===== config.mk =====
export PLATFORM = sky130hd
export DESIGN_NAME = aes_v1_sched
export DESIGN_NICKNAME = d
export VERILOG_FILES = /design/src/rtl/aes_sched_pkg.sv /design/src/rtl/aes_v1.sv /design/src/rtl/rr_arb_mask.sv /design/src/rtl/aes_v1_sched.sv
export SDC_FILE = /design/constraint.sdc
export NUM_CORES = 1
export LEC_CHECK = 0
export ABC_CLOCK_PERIOD_IN_PS = 29400
export CAP_MARGIN = 20
export CORE_MARGIN = 3
export CORE_UTILIZATION = 40
export CTS_BUF_LIST = sky130_fd_sc_hd__clkbuf_16
export DETAILED_ROUTE_END_ITERATION = 10
export GPL_TIMING_DRIVEN = 1
export SLEW_MARGIN = 20
export SYNTH_ARGS = -nofsm -noshare
export SYNTH_HDL_FRONTEND = slang
export SYNTH_SLANG_ARGS = --single-unit

===== constraint.sdc =====
create_clock -name g_clk -period 29.4 [get_ports g_clk]
set_clock_uncertainty 0.15 [all_clocks]
set_input_delay 5.88 -clock g_clk [delete_from_list [all_inputs] [get_ports g_clk]]
set_output_delay 5.88 -clock g_clk [all_outputs]
set_load 0.005 [all_outputs]

===== src/rtl/aes_sched_pkg.sv =====
// Shared encodings and single-SBox GF(2^8) arithmetic for the
// byte-serial AES unit and the scheduler that shares it.
package aes_sched_pkg;

  typedef enum logic [1:0] {
    SCHED_IDLE  = 2'd0,
    SCHED_ISSUE = 2'd1,
    SCHED_BUSY  = 2'd2
  } sched_state_e;

  localparam int AES_LAT  = 4;
  localparam int NREQ_MAX = 4;

  function automatic logic [7:0] gf_mul(
    input logic [7:0] a,
    input logic [7:0] b
  );
    logic [7:0] p;
    logic [7:0] x;
    p = '0;
    x = a;
    for (int i = 0; i < 8; i++) begin
      if (b[i]) p = p ^ x;
      x = {x[6:0], 1'b0} ^ (x[7] ? 8'h1b : 8'h00);
    end
    return p;
  endfunction

  // a^254 is the multiplicative inverse, and maps 0 to 0
  function automatic logic [7:0] gf_inv(input logic [7:0] a);
    logic [7:0] x2, x3, x12, x15, x240;
    x2   = gf_mul(a, a);
    x3   = gf_mul(x2, a);
    x12  = gf_mul(x3, x3);
    x12  = gf_mul(x12, x12);
    x15  = gf_mul(x12, x3);
    x240 = gf_mul(x15, x15);
    x240 = gf_mul(x240, x240);
    x240 = gf_mul(x240, x240);
    x240 = gf_mul(x240, x240);
    return gf_mul(gf_mul(x240, x12), x2);
  endfunction

  function automatic logic [7:0] rl(input logic [7:0] x);
    return {x[6:0], x[7]};
  endfunction

  function automatic logic [7:0] sbox(
    input logic [7:0] x,
    input logic       dec
  );
    logic [7:0] r1, r2, r3, r4, r6, t;
    r1 = rl(x);
    r2 = rl(r1);
    r3 = rl(r2);
    r4 = rl(r3);
    r6 = rl(rl(r4));
    if (dec) begin
      t = r1 ^ r3 ^ r6 ^ 8'h05;
      return gf_inv(t);
    end
    t = gf_inv(x);
    r1 = rl(t);
    r2 = rl(r1);
    r3 = rl(r2);
    r4 = rl(r3);
    return t ^ r1 ^ r2 ^ r3 ^ r4 ^ 8'h63;
  endfunction

endpackage


===== src/rtl/aes_v1.sv =====
// Size-optimised AES SubBytes unit: one SBox, one byte per cycle,
// result and ready pulse in the fourth cycle after valid.
module aes_v1
  import aes_sched_pkg::*;
(
  input  logic        g_clk,
  input  logic        g_resetn,
  input  logic        valid,
  input  logic [31:0] rs1,
  input  logic        dec,
  output logic        ready,
  output logic [31:0] rd
);

  logic        active;
  logic [1:0]  idx;
  logic [23:0] acc;
  logic [7:0]  b_in;
  logic [7:0]  sb;

  assign b_in  = rs1[{idx, 3'b000} +: 8];
  assign sb    = sbox(b_in, dec);
  assign ready = active && (idx == 2'(AES_LAT - 1));
  assign rd    = ready ? {sb, acc} : '0;

  always_ff @(posedge g_clk) begin
    if (!g_resetn) begin
      active <= 1'b0;
      idx    <= '0;
      acc    <= '0;
    end else if (valid) begin
      active <= 1'b1;
      idx    <= '0;
    end else if (active) begin
      unique case (idx)
        2'd0:    acc[7:0]   <= sb;
        2'd1:    acc[15:8]  <= sb;
        2'd2:    acc[23:16] <= sb;
        default: active     <= 1'b0;
      endcase
      idx <= idx + 2'd1;
    end
  end

endmodule


===== src/rtl/rr_arb_mask.sv =====
// Combinational round-robin picker: first unmasked request at or
// after the pointer wins.
module rr_arb_mask #(
  parameter int NREQ = 2,
  parameter int IDXW = $clog2(NREQ)
) (
  input  logic [NREQ-1:0] req,
  input  logic [NREQ-1:0] mask,
  input  logic [IDXW-1:0] ptr,
  output logic            gnt_valid,
  output logic [IDXW-1:0] gnt_idx
);

  logic [NREQ-1:0] eff;

  assign eff = req & ~mask;

  always_comb begin
    int j;
    logic [IDXW-1:0] sel;
    j         = 0;
    sel       = '0;
    gnt_valid = 1'b0;
    gnt_idx   = '0;
    // walk from furthest to nearest so the nearest hit lands last
    for (int k = NREQ - 1; k >= 0; k--) begin
      j = int'(ptr) + k;
      if (j >= NREQ) j = j - NREQ;
      sel = IDXW'(j);
      if (eff[sel]) begin
        gnt_valid = 1'b1;
        gnt_idx   = sel;
      end
    end
  end

endmodule


===== src/rtl/aes_v1_sched.sv =====
// Round-robin scheduler sharing one byte-serial aes_v1 between
// NREQ requesters; operands are latched at grant.
module aes_v1_sched
  import aes_sched_pkg::*;
#(
  parameter int NREQ = 2,
  parameter int IDXW = $clog2(NREQ)
) (
  input  logic                 g_clk,
  input  logic                 g_resetn,
  input  logic [NREQ-1:0]      req_valid,
  input  logic [NREQ-1:0]      req_dec,
  input  logic [32*NREQ-1:0]   req_rs1,
  output logic [NREQ-1:0]      req_ready,
  output logic [31:0]          req_rd,
  output logic                 busy
);

  sched_state_e    state, state_nx;
  logic [IDXW-1:0] grant, ptr, gnt_idx;
  logic [NREQ-1:0] mask;
  logic            gnt_valid, done, latch;
  logic            op_dec;
  logic [31:0]     op_rs1;
  logic            aes_valid, aes_ready;
  logic [31:0]     aes_rd;

  assign done      = (state == SCHED_BUSY) && aes_ready;
  // the finishing requester still shows its stale valid this cycle
  assign mask      = done ? (NREQ'(1) << grant) : '0;
  assign req_ready = mask;
  assign req_rd    = done ? aes_rd : '0;
  assign busy      = (state != SCHED_IDLE);

  rr_arb_mask #(
    .NREQ (NREQ),
    .IDXW (IDXW)
  ) u_arb (
    .req       (req_valid),
    .mask      (mask),
    .ptr       (ptr),
    .gnt_valid (gnt_valid),
    .gnt_idx   (gnt_idx)
  );

  aes_v1 u_aes (
    .g_clk    (g_clk),
    .g_resetn (g_resetn),
    .valid    (aes_valid),
    .rs1      (op_rs1),
    .dec      (op_dec),
    .ready    (aes_ready),
    .rd       (aes_rd)
  );

  always_comb begin
    state_nx  = state;
    latch     = 1'b0;
    aes_valid = 1'b0;
    unique case (state)
      SCHED_IDLE: begin
        if (gnt_valid) begin
          latch    = 1'b1;
          state_nx = SCHED_ISSUE;
        end
      end
      SCHED_ISSUE: begin
        aes_valid = 1'b1;
        state_nx  = SCHED_BUSY;
      end
      SCHED_BUSY: begin
        if (aes_ready) begin
          latch    = gnt_valid;
          state_nx = gnt_valid ? SCHED_ISSUE : SCHED_IDLE;
        end
      end
      default: state_nx = SCHED_IDLE;
    endcase
  end

  always_ff @(posedge g_clk) begin
    if (!g_resetn) begin
      state  <= SCHED_IDLE;
      grant  <= '0;
      ptr    <= '0;
      op_rs1 <= '0;
      op_dec <= 1'b0;
    end else begin
      state <= state_nx;
      if (latch) begin
        grant  <= gnt_idx;
        ptr    <= (int'(gnt_idx) == NREQ - 1) ? '0 : gnt_idx + 1'b1;
        op_rs1 <= req_rs1[{gnt_idx, 5'b00000} +: 32];
        op_dec <= req_dec[gnt_idx];
      end
    end
  end

  a_rdy_in_busy : assert property (
    @(posedge g_clk) disable iff (!g_resetn)
    aes_ready |-> (state == SCHED_BUSY)
  );

endmodule


# After elaboration in Yosys (flattened, before gate mapping)
# Index checks and enable logic that the tools add are counted.
[classes] bitwise=320 order_cmp=5 n_addsub=5 n_shift=3 mux=535 reduce_logical=11 eq_ne=7
[op_table] operator="$mux 8" n=353
[op_table] operator="$xor 8x8->8" n=314
[op_table] operator="$mux 5" n=154
[op_table] operator="$mux 32" n=2
[op_table] operator="$shiftx 64x7->32" n=1
[op_table] operator="$shiftx 32x6->8" n=1
[op_table] operator="$mux 1" n=21
[op_table] operator="$reduce_and 3->1" n=3
[op_table] operator="$eq 2x2->1 const B" n=3
[op_table] operator="$lt 1x2->1 const B" n=3
[op_table] operator="$mux 2" n=3
[op_table] operator="$pmux 2 s3" n=1
[op_table] operator="$eq 2x1->1 const B" n=2
[op_table] operator="$logic_not 2->1" n=2
[op_table] operator="$ne 2x2->1 const B" n=2
[op_table] operator="$not 2->2" n=2
[op_table] operator="$not 4->4" n=1
[op_table] operator="$reduce_or 3->1" n=1
[op_table] operator="$add 1x1->2 const B" n=1
[op_table] operator="$add 2x1->2 const B" n=1
[op_table] operator="$and 2x2->2" n=1
[op_table] operator="$ge 1x2->1 const B" n=1
[op_table] operator="$ge 2x2->1 const B" n=1
[op_table] operator="$logic_and 1x1->1" n=2
[op_table] operator="8 further kinds" n=10
[word_totals] reg_bits=64 output_inout_bits=35 in_bits=70

# Logic depth before layout (Yosys ltp)
[depth] depth_word=262 mapped_depth=85 ltp_nobuf=71

# Cells and area by module
# From an unflattened synthesis, not the netlist that was laid out.
[hier_totals] cells_unflattened=3399 hier_area_um2=27441.3
[by_module_without_submodules] mod="aes_v1" seq_area_each_um2=540.5 instances=1 area_each_um2=25326.8 cells_per_inst=3187
[by_module_without_submodules] mod="aes_v1_sched" seq_area_each_um2=740.7 instances=1 area_each_um2=2078.2 cells_per_inst=207
[by_module_without_submodules] mod="rr_arb_mask" seq_area_each_um2=0.0 instances=1 area_each_um2=36.3 cells_per_inst=5

# Worst setup path after synthesis
# OpenSTA, ideal clock, no wires.
[synth_timing] path_type="reg2out" from="reg u_aes.idx[1]" to="out req_rd[28]" t_arrival_ns=19.123 setup_slack_ns=4.247 stages_incl_launch_ff=78 path_cell_list="dfxtp_1 buf_6 mux4_2 buf_4 buf_2 buf_4 clkbuf_1 xnor2_1 clkbuf_1 inv_1 ha_1 xnor2_1 xnor2_1 mux2i_1 xnor2_2 xnor3_1 nor4b_1 a211oi_1 [42 not listed] clkbuf_1 xor3_1 nor2_2 xnor2_4 nor3_1 or2_1 buf_2 xnor3_1 o221ai_1 xnor3_2 xor2_2 xnor2_2 nor2_2 xnor3_1 xnor2_1 xor2_1 nor2_1 nor3_1"
[synth_between] elab_chain_len=261
[synth_lines] element="start, declared" line="aes_v1.sv:16" rtl="logic [1:0] idx;"
[synth_lines] element="start signal, assigned" line="aes_v1.sv:41" rtl="idx <= idx + 2'd1;"
[synth_lines] element="$shiftx 32x6->8" line="aes_v1.sv:21" rtl="assign b_in = rs1[{idx, 3'b000} +: 8];"
[synth_lines] element="$mux 8 / $mux 5 (equally long branches)" line="aes_sched_pkg.sv:23, aes_sched_pkg.sv:24"
[synth_lines] element="$mux 8 / $xor 8x8->8 (equally long branches)" line="aes_sched_pkg.sv:62, aes_sched_pkg.sv:24"
[synth_lines] element="$xor 8x8->8" line="aes_sched_pkg.sv:23" rtl="if (b[i]) p = p ^ x;"
[synth_lines] element="$mux 8" line="aes_sched_pkg.sv:23"
[synth_lines] element="$mux 8" line="aes_sched_pkg.sv:62" rtl="t = gf_inv(x);"
[synth_lines] element="$xor 8x8->8" line="aes_sched_pkg.sv:23"
[synth_lines] element="$mux 8" line="aes_sched_pkg.sv:23"
[synth_lines] element="[242 not listed]"
[synth_lines] element="$mux 8" line="aes_sched_pkg.sv:62"
[synth_lines] element="$xor 8x8->8" line="aes_sched_pkg.sv:23"
[synth_lines] element="$mux 8" line="aes_sched_pkg.sv:23"
[synth_lines] element="$mux 8" line="aes_sched_pkg.sv:62"
[synth_lines] element="$xor 8x8->8 (4 in a row)" line="aes_sched_pkg.sv:67" rtl="return t ^ r1 ^ r2 ^ r3 ^ r4 ^ 8'h63;"
[synth_lines] element="$mux 8" line="aes_sched_pkg.sv:62"
[synth_lines] element="$mux 32" line="aes_v1.sv:24" rtl="assign rd = ready ? {sb, acc} : '0;"
[synth_lines] element="$mux 32 (*)" line="aes_v1_sched.sv:32" rtl="assign req_rd = done ? aes_rd : '0;"
[synth_lines] element="end, declared" line="aes_v1_sched.sv:15" rtl="output logic [31:0] req_rd,"
# Mark *: on every way between the ends. The rest lies on a longest branch, timed or not. The select of a mux whose other input is x is not followed.

# Worst setup path in the final report
[layout_timing] from="reg u_aes.idx[0]" to="out req_rd[26]"
# The elaborated chain is that of the path after synthesis.

==> flow_summary.ini <==
[floorplanning]
dieArea_mm2 = 0.0666
die_x_um = 258
ios = 105
die_h_um = 258
fp.coreArea_mm2 = 0.0623
initial_core_util_pct = 40.8
fp-row-count = 91

[timing]
finalHoldViolCount = 0
period_share_pct = 94.9
holdWs_ns = 0.302
max_freq_ghz = 0.0358
period_needed_ns = 27.90
tns_ns = 0
tightestPinTransition_ns = 1.10
setup_ws_ns = 1.50
setup_violations = 0
maxSlewHeadroom_pct = 26.1
final_max_slew_viol_count = 0

[grt]
grt_pass1_wl_um = 117000
grt_pass1_vias = 21200
grt_use_total_pct = 20.8
grt_max_degree = 60
overflow = 0
antenna_found_initial = 0

[route]
vias = 22400
drt_iter0_markers = 1803
routedWlPerCell_um = 17.9
drt_pre_antenna_iters = 6
postRouteAntennaNets = 0
vias_per_cell = 5.60
wirelength_um = 71500
drc = 0

[cells_and_area]
diodes = 0
drive_gt1_share_pct = 9.78
final_common_cell = xnor2_1
finalNetCount = 3247
layout_common_cells = 514 x xnor2_1, 427 x nor2_1, 273 x nand2_1, 158 x xor2_1, 151 x xnor3_1
area_delta_synth_final_pct = 8.97

[synth]
netlist_instances = 3157
ys_async_sr_fraction_pct = 0
synth.area.top_cells = xnor2_1 18%, xnor3_1 13%, nor2_1 6.3%
synth_nets = 3249
synth.top_cell.area_share_pct = 18.1
synth_seq_cells = 64
syn_area_per_cell_um2 = 8.05
synth_top_area_cell = xnor2_1
syn_area_mm2 = 0.0254
ys_types = 111
synth_edf_count = 0
ys_warn_count = 0
yosysSeqAreaShare_pct = 5.04
ys.flop_type = dfxtp_1

[clocking]
cts_tree = built
cts_buffers = 9
htreeDepth = 3
clockRootBuffer = clkbuf_16
cts_max_path_buffers = 2
post_cts_buffers = 0
cts.sinks = 64
cts.clk_slew.worst_paths_ns = 0.06
clk_latency_ns = 0.34

[run_status]
status = completed

[critical_path]
startpoint_type = flip-flop
reg2reg_depth = 68
cp.arrival_ns = 21.87
reg2reg_slack_ns = 7.99
end_kind = primary output
worst-path-max-fanout = 28
path_common_cell = xnor2_1
slowest_stage = xnor2_1
cpPeakStageDelay_ns = 0.83
path_class = reg -> out
reg2reg_to = u_aes.acc[12]
timing.rr.start = u_aes.idx[0]
cp.required_ns = 23.37

[placed_design]
place_hpwl_um = 53100
pre_cts_ws_ns = 0.990
gp_congestion = 0.866
portBuffers = 104

[hold_path]
holdCritStartpoint = u_aes.acc[11]
worstHoldEndpoint = u_aes.acc[11]
min_path_type = reg -> reg
hold-path-cell-count = 2

[run]
cap_violations = 0
cell usage after synthesis, drive strengths merged, types with 25 or more instances:
library cell and instances:
o22ai 38, nor2 435, nor2b 33, clkbuf 129, buf 69, dfxtp 64
mux2i 118, xnor3 168, nand3 76, a31oi 26, nand2b 25, xor2 180
nand2 274, nor3 107, o211ai 29, inv 48, and2 46, o21ai 111
a21oi 144, a211oi 28, a222oi 36, xnor2 587
cell type report:
cell class / count / area, um2
Sequential cell: 64 / 1280
Timing Repair Buffer: 185 / 1650
Fill cell: 6275 / 34600
Clock inverter: 7 / 125
Inverter: 53 / 213
Multi-Input combinational cell: 2842 / 23200
Clock buffer: 9 / 225
Tap cell: 837 / 1050
per-layer routing:
metal	global-route usage, %	share of wire (%)	routed length, um
met1	29.4	47	33600
met2	35.4	48	34100
met3	1.47	4.1	2910
met4	3.27	1.3	896
met5	0	0	0
worst max path at each step:
| stage | start | cells after the start | slack [ns] | to |
|---|---|---|---|---|
| after CTS | u_aes.idx[1] | 65 | 0.50 | req_rd[24] |
| final | u_aes.idx[0] | 68 | 1.50 | req_rd[26] |
| after global routing | u_aes.idx[0] | 72 | -0.02 | req_rd[24] |
| after floorplan | u_aes.idx[1] | 77 | 4.25 | req_rd[28] |
| after global placement | u_aes.idx[1] | 63 | 0.76 | req_rd[24] |
| after detailed placement | u_aes.idx[1] | 65 | 0.99 | req_rd[24] |
state kept, by name, summed over array words and instances, names as in the netlist:
| name | count |
|---|---|
| op_rs1 | 32 |
| u_aes.acc | 24 |
| state | 2 |
| u_aes.idx | 2 |
| grant | 1 |
| op_dec | 1 |
| ptr | 1 |
| u_aes.active | 1 |
cell families (layout without fill, tap and decap cells):
| family | count (synthesis) | count (layout) | synth area share [%] |
|---|---|---|---|
| and+or+nand+nor | 1125 | 1125 | 20.4 |
| buffers and inverters | 251 | 254 | 4.54 |
| adders and majority gates | 22 | 22 | 1.08 |
| xor gates and xnor gates | 959 | 959 | 46.7 |
| muxes | 147 | 147 | 6.34 |
| DFF | 64 | 64 | 5.04 |
| AOI/OAI and AO/OA | 589 | 589 | 15.9 |
critical path: cells and delay by family, from the launching register on:
kind                       cells  cell delay (ns)
muxes                          4             1.33
and+or+nand+nor                7             1.02
buffers and inverters          9             2.72
xor gates and xnor gates      35            11.56
adders and majority gates      6             2.86
AOI/OAI and AO/OA              7             1.30
DFF                            1             0.68
what timing repair did:
item / 4_1_cts / 5_1_grt
setup endpoints to repair: 0 / 8
hold buffers: 0 / 0
endpoints found under the hold margin: 0 / 0
resized for setup: 0 / 16
through the flow:
step                instance area (um2)  util, %  cells
detailed placement                27200     43.7   3980
finish                            27700     44.5   3997
global placement                  27200     43.7   3980
CTS                               27600     44.3   3996
global route                      27700     44.5   3997
floorplan                         25400        -   3157
Power is left out: the tool's default activity adds up to more than one toggle a clock period on the data nets, which glitch-free logic cannot reach.
